**src/rtl/button_edge_debounce_pkg.sv**
```systemverilog
// ---------------------------------------------------------------------------
// button_edge_debounce_pkg : shared FSM state type and default debounce length
// Revision 1.0 - initial release
// ---------------------------------------------------------------------------
`default_nettype none

package button_edge_debounce_pkg;

    localparam int DEBOUNCE_CYCLES_DEFAULT = 100000;

    typedef enum logic [1:0] {
        S_LOW  = 2'd0,
        S_RISE = 2'd1,
        S_HIGH = 2'd2,
        S_FALL = 2'd3
    } state_t;

    // Counter width able to hold 0..cycles-1; never narrower than one bit.
    function automatic int cnt_width(input int cycles);
        return (cycles > 2) ? $clog2(cycles) : 1;
    endfunction

endpackage

`default_nettype wire

```
**src/rtl/button_edge_debounce_sync2.sv**
```systemverilog
// ---------------------------------------------------------------------------
// sync2 : two-flop synchronizer for an asynchronous single-bit input
// Revision 1.0 - initial release
// ---------------------------------------------------------------------------
`default_nettype none

module sync2 (
    input  logic clk,
    input  logic rst,
    input  logic i_d,
    output logic o_q
);

    logic meta_q;
    logic meta_d;
    logic sync_q;
    logic sync_d;

    always_comb begin
        meta_d = i_d;
        sync_d = meta_q;
    end

    always_ff @(posedge clk or posedge rst) begin
        if (rst) begin
            meta_q <= 1'b0;
            sync_q <= 1'b0;
        end else begin
            meta_q <= meta_d;
            sync_q <= sync_d;
        end
    end

    assign o_q = sync_q;

endmodule

`default_nettype wire

```
**src/rtl/button_edge_debounce.sv**
```systemverilog
// ---------------------------------------------------------------------------
// button_edge_debounce : debounced button level with press/release pulses
// Revision 1.0 - initial release
// ---------------------------------------------------------------------------
`default_nettype none

module button_edge_debounce #(
    parameter int DEBOUNCE_CYCLES = button_edge_debounce_pkg::DEBOUNCE_CYCLES_DEFAULT
) (
    input  logic clk,
    input  logic rst,
    input  logic btn_raw,
    output logic enableEdge,
    output logic releaseEdge,
    output logic btn_level
);

    import button_edge_debounce_pkg::*;

    localparam int               CNT_W    = cnt_width(DEBOUNCE_CYCLES);
    localparam logic [CNT_W-1:0] CNT_LAST = CNT_W'(DEBOUNCE_CYCLES - 1);

    logic             btn_s;
    state_t           state_q;
    state_t           state_d;
    logic [CNT_W-1:0] cnt_q;
    logic [CNT_W-1:0] cnt_d;
    logic             enable_edge_q;
    logic             enable_edge_d;
    logic             release_edge_q;
    logic             release_edge_d;

    sync2 u_sync2 (
        .clk (clk),
        .rst (rst),
        .i_d (btn_raw),
        .o_q (btn_s)
    );

    always_ff @(posedge clk or posedge rst) begin
        if (rst) begin
            state_q        <= S_LOW;
            cnt_q          <= '0;
            enable_edge_q  <= 1'b0;
            release_edge_q <= 1'b0;
        end else begin
            state_q        <= state_d;
            cnt_q          <= cnt_d;
            enable_edge_q  <= enable_edge_d;
            release_edge_q <= release_edge_d;
        end
    end

    // The counter saturates at CNT_LAST by construction: reaching it always
    // leaves the qualifying state, so it can never wrap.
    always_comb begin
        state_d        = state_q;
        cnt_d          = cnt_q;
        enable_edge_d  = 1'b0;
        release_edge_d = 1'b0;
        case (state_q)
            S_LOW: begin
                if (btn_s) begin
                    state_d = S_RISE;
                    cnt_d   = '0;
                end
            end
            S_RISE: begin
                if (!btn_s) begin
                    state_d = S_LOW;
                    cnt_d   = '0;
                end else if (cnt_q == CNT_LAST) begin
                    state_d       = S_HIGH;
                    cnt_d         = '0;
                    enable_edge_d = 1'b1;
                end else begin
                    cnt_d = cnt_q + 1'b1;
                end
            end
            S_HIGH: begin
                if (!btn_s) begin
                    state_d = S_FALL;
                    cnt_d   = '0;
                end
            end
            S_FALL: begin
                if (btn_s) begin
                    state_d = S_HIGH;
                    cnt_d   = '0;
                end else if (cnt_q == CNT_LAST) begin
                    state_d        = S_LOW;
                    cnt_d          = '0;
                    release_edge_d = 1'b1;
                end else begin
                    cnt_d = cnt_q + 1'b1;
                end
            end
            default: begin
                state_d = S_LOW;
                cnt_d   = '0;
            end
        endcase
    end

    always_comb begin
        btn_level = (state_q == S_HIGH) || (state_q == S_FALL);
    end

    assign enableEdge  = enable_edge_q;
    assign releaseEdge = release_edge_q;

endmodule

`default_nettype wire

```
**config.mk**
```make
export PLATFORM = sky130hd
export DESIGN_NAME = button_edge_debounce
export DESIGN_NICKNAME = d
export VERILOG_FILES = /design/src/rtl/button_edge_debounce_pkg.sv /design/src/rtl/button_edge_debounce_sync2.sv /design/src/rtl/button_edge_debounce.sv
export SDC_FILE = /design/constraint.sdc
export NUM_CORES = 1
export LEC_CHECK = 0
export BUFFER_PORTS_ARGS = -buffer_cell sky130_fd_sc_hd__buf_2
export CAP_MARGIN = 20
export CORE_UTILIZATION = 50
export DETAILED_ROUTE_END_ITERATION = 10
export PLACE_DENSITY_LB_ADDON = 0.05
export SYNTH_ARGS = -nofsm -noshare
export SYNTH_HDL_FRONTEND = slang
export SYNTH_HIERARCHICAL = 1
export SYNTH_SLANG_ARGS = --single-unit
```
**constraint.sdc**
```tcl
create_clock -name clk -period 2.1 [get_ports clk]
set_clock_uncertainty 0.1 [all_clocks]
set_input_delay 0.105 -clock clk [delete_from_list [all_inputs] [get_ports clk]]
set_output_delay 0.105 -clock clk [all_outputs]
set_load 0.005 [all_outputs]
```
Yosys cells after proc, flatten, opt, wreduce, memory -nomap -nowiden. Index checks and enable logic that the tools add are counted.

Register bits: 23. Bits in latches: 0. Bits in writable memories: 0. Memory bits (read-only): 0. Input port bits: 3. Memories: 0.

Add/sub/neg operators: 1. Multiply operators: 0. Div/mod/pow operators: 0. Order comparisons: 0. Equality and inequality tests: 8. Shift-type cells: 0. Muxes and demuxes: 18. Bitwise gates (word level): 0. Reduce and logical (&&, ||, !) cells: 4.

Operators with widths (count): $mux W17 (5); $pmux W17 S4 (1); $add A17 B1 Y17 const B (1); $eq A17 B17 Y1 const B (1); $mux W2 (6); $pmux W2 S4 (1); $mux W1 (5); $eq A2 B2 Y1 const B (2); $reduce_and A4 Y1 (1); $ne A3 B2 Y1 const B (1); $ne A3 B3 Y1 const B (1); $eq A2 B1 Y1 const B (1); $logic_not A2 Y1 (1); $ne A2 B1 Y1 const B (1); $ne A2 B2 Y1 const B (1); $reduce_and A2 Y1 (1); $logic_or A1 B1 Y1 (1).

Logic depth before layout (Yosys ltp).
Word-level depth: 4. Gate-level depth with buffers: 7. Mapped depth without buffers: 6.

Hierarchy. Netlist, hierarchy kept.

Modules (own cells, without submodules): button_edge_debounce (times used 1, cells each 123, area each 1141.1 µm², seq. area each 525.5 µm²); sync2 (times used 1, cells each 3, area each 53.8 µm², seq. area each 50.0 µm²).

Worst setup path before layout. No wires, ideal clock.

Path kind: reg2reg. Start: register cnt_q[5]. End: register with a tool-made name. Setup time: 125 ps. Arrival time: 1930 ps. Data required time: 1875 ps. Path slack: -55 ps. Stages on the path, launching flop included: 7. Period minus slack after synthesis: 2155 ps. Path through: dfrtp_1 > or4b_4 > nor4_4 > or2_1 > buf_6 > nand2_2 > mux2_4.

RTL lines: start, declared (line button_edge_debounce.sv:26) `logic [CNT_W-1:0] cnt_q;`; start signal, assigned (line button_edge_debounce.sv:48) `cnt_q <= cnt_d;`.

Worst setup path after layout.
Start: register cnt_q[0]. End: register cnt_q[9].

Word-level cells in the longest chain between the ends: 4. Elaborated cells on any way between the ends: 6.

Ends and longest elaborated chain: $add A17 B1 Y17 / $eq A17 B17 Y1 (equally long branches); $mux W17 (*) (line button_edge_debounce.sv:72, button_edge_debounce.sv:90); $mux W17 (on tied branches) (line button_edge_debounce.sv:87, button_edge_debounce.sv:69); $pmux W17 S4 (*) (line button_edge_debounce.sv:61) `case (state_q)`.

Every way passes the cells marked *; elsewhere a longest branch is shown, timed or not. A chain may end at the register's enable or synchronous reset.

==> impl_results.md <==
- Most used DFF post-synth: dfrtp_1
- Final worst path period share: 103%
- Status: finished with violations
- Critical Path AT: around 2300 ps
- WL/cell: 14.0 um
- Worst EP required: 2250 ps
- Net Sw Frac: 35.9%
- Yosys warning total: 6
- Antenna violations before repair: 0
- Die X: 50.9 um
- DRT iter0 DRCs: 31
- Clock latency on the worst-skew pair: 310 ps
- Fin nets: approximately 170
- Total power draw: around 1.4 mW
- Vias/cell: approximately 5.6
- Critical Path Start Type: register
- Clock share of power: 15.2%
- Yosys reg bits: 23
- Largest net degree at the start of global routing: 22
- Total CTS buffers: 3
- DIE HEIGHT: between 50 and 60 um
- Full die area: 2590 um2
- EDFF count, synth: 0
- Total GRT Usage: between 20% and 30%
- Final Max Tran Viols: 0
- Met3 wire len: 74 um
- Share of layout cells above drive strength 1: 31.3%
- Adder and majority cell fraction of the synthesized area: 1.05%
- FFs w/ async S/R, synth: 100%
- CTS tree: yes
- Detailed Route WL: ~2600 um
- Detailed Routing Iterations Pass 1: 4
- Top post-synthesis cells by count: dfrtp_1 (23), nand2_1 (15), a21oi_1 (9)
- Failing checks: negative setup slack
- Main combinational cell family by area after synthesis: simple AND/OR/NAND/NOR gates
- Placer Congestion: 0.858
- Starting Density: 53.5%
- Worst-Margin Slew: around 790 ps
- Inst Count DP: 168
- Combinational fraction of design power: 45.8%
- First-pass GRT wire length: 4120 um
- Clock root buffer: clkbuf_4
- Final Non-Filler Cells: 188
- Core area: 2230 um2
- Post-synthesis mux area share: between 1 and 1.5%
- Met1 WL: 1320 um
- Synth Area in Compound Gates: 15.5%
- Synth area leaders: dfrtp_1 (48%), nand2_1 (4.7%), a21oi_1 (3.8%), a31oi_1 (3.7%), o21ai_0 (3.4%)
- H-Tree Depth: 1
- Hold crit path type: in2async
- Top sig layer: met3
- Worst setup EP type: register
- Net switching component of the power: 0.491 mW
- RSZ-0062 raised after global routing: yes
- Worst-path maximum fanout: 4
- Setup TNS: -76.2 ps
- Worst Setup Path Type: reg2reg
- Slew margin rel.: between 40% and 50%
- DRC violations left: 0
- Rows: 17
- CTS clk-pin slew, worst paths: about 130 ps
- Final core utilization: about 68%
- Final setup viols: 2
- Fmax: 0.461 GHz
- Synth area leader: dfrtp_1
- Global route overflow: 0
- Post-Synth XOR/XNOR Area: under 10%
- Post-DRT Antenna Nets: 0
- Seq pwr share: 39.1%
- Vias in the first global route: 916
- Netlist cell types: 36
- Number of hold violations in the final report: 0
- VDD IR max: approximately 0.68 mV
- Synthesized area per cell: 9.48 um2
- Min cycle time layout: 2170 ps
- Syn_nets: 130
- Seq/Total Area, Yosys: 48.2%
- ANT cells: 0
- Clock Tree Buf Depth: 2
- Fin Hold WS: 70.2 ps
- Cell with the most instances after synthesis: dfrtp_1
- Post-synthesis simple-gate area fraction: 25.4%
- Syn Std Cell Area: 1190 um2
- I/O Buffers: 5
- Synthesis-to-layout area growth: 27.0%
- Synth top area share: between 40% and 50%
- Number of clock sinks: 23
- Detail Placement HPWL: roughly 1700 um
- Met2 wire length: 1240 um
- Setup WS post-layout: -69.3 ps
- Leak: 0.698 nW
- Cell count after synthesis: 126
- Via count: 1044
- Max_cap viols: 0
- Power per cell area: 902 nW/um2
- Pint: 0.878 mW
- I/O pin count: 6
power by group through the flow:
stage | Combinational, mW | Clock (mW) | Sequential (mW)
after global routing | 0.685 | 0.225 | 0.544
after global placement | 0.466 | 0 | 0.542
after floorplan | 0.367 | 0 | 0.529
after detailed placement | 0.467 | 0 | 0.543
final | 0.627 | 0.208 | 0.535
after CTS | 0.485 | 0.210 | 0.534
timing repair:
action / 4_1_cts / 5_1_grt
setup buffers: 1 / 14
gates resized for setup: 1 / 10
setup endpoints to repair: 9 / 14
hold endpoints to repair: 24 / 0
pin swaps: 0 / 6
hold buffers: 2 / 0
stage by stage:
step	setup slack, ps	instance area, um2
after global placement	36.1	1330
final	-69.3	1520
after CTS	-0.259	1390
after global routing	-108	1520
after floorplan	-0.0189	1200
after detailed placement	-41.9	1330
worst max-delay path, cell delays in order (launching register included):
cell and delay (ps):
dfrtp_1 440, ha_2 190, nand4_1 190, nor4_4 70, buf_4 160, or2_4 270, buf_6 130, or4_1 490
nand3_1 80
worst paths after layout:
path	startpoint	endpoint	slack, ps	depth (start not counted)
worst max-delay path	cnt_q[0]	cnt_q[9]	-70	8
worst min-delay path	rst	u_sync2/meta_q	70	3
worst max register to register	cnt_q[0]	cnt_q[9]	-70	8
worst min register to register	u_sync2/meta_q	u_sync2/o_q	270	0
max in group asynchronous	rst	cnt_q[15]	980	3
min in group clk	u_sync2/meta_q	u_sync2/o_q	270	0
cell usage in the layout, fill, tap and decap left out, types with 3 or more instances in the layout:
cell type / n
nand4_1: 4
nand2_1: 15
nor2_1: 6
nand3_1: 7
a21oi_1: 7
or3_1: 6
inv_1: 7
buf_4: 27
dfrtp_1: 22
a31oi_1: 7
xor2_1: 3
buf_2: 5
o21ai_0: 7
clkbuf_4: 3
state kept, by name (all words and copies together) (netlist names), named ones only:
register / flops
cnt_q: 17
enableEdge: 1
releaseEdge: 1
state_q: 1
u_sync2/meta_q: 1
u_sync2/o_q: 1
final cells by class:
type                       instances  area (um2)
multi-input combinational         90         583
clock buffer                       4        26.3
fill                             175         716
timing repair buffer              36         270
inverter                           7        26.3
tap                               28        35.0
sequential                        23         577
cells by family after synthesis:
logic type | after synthesis
AO/OA/AOI/OAI | 31
XOR/XNOR | 4
adder cells (fa/ha/maj) | 1
buffers and inverters | 13
flip-flops | 23
multiplexers | 1
AND/OR/NAND/NOR | 53
metal layers:
layer | up-vias | global-route usage (%)
met5 | - | 0
met4 | 0 | 4.17
met3 | 0 | 3.57
met2 | 19 | 33.1
met1 | 500 | 31.2
li1 | 525 | -
Power figures use the tool's default switching activity.
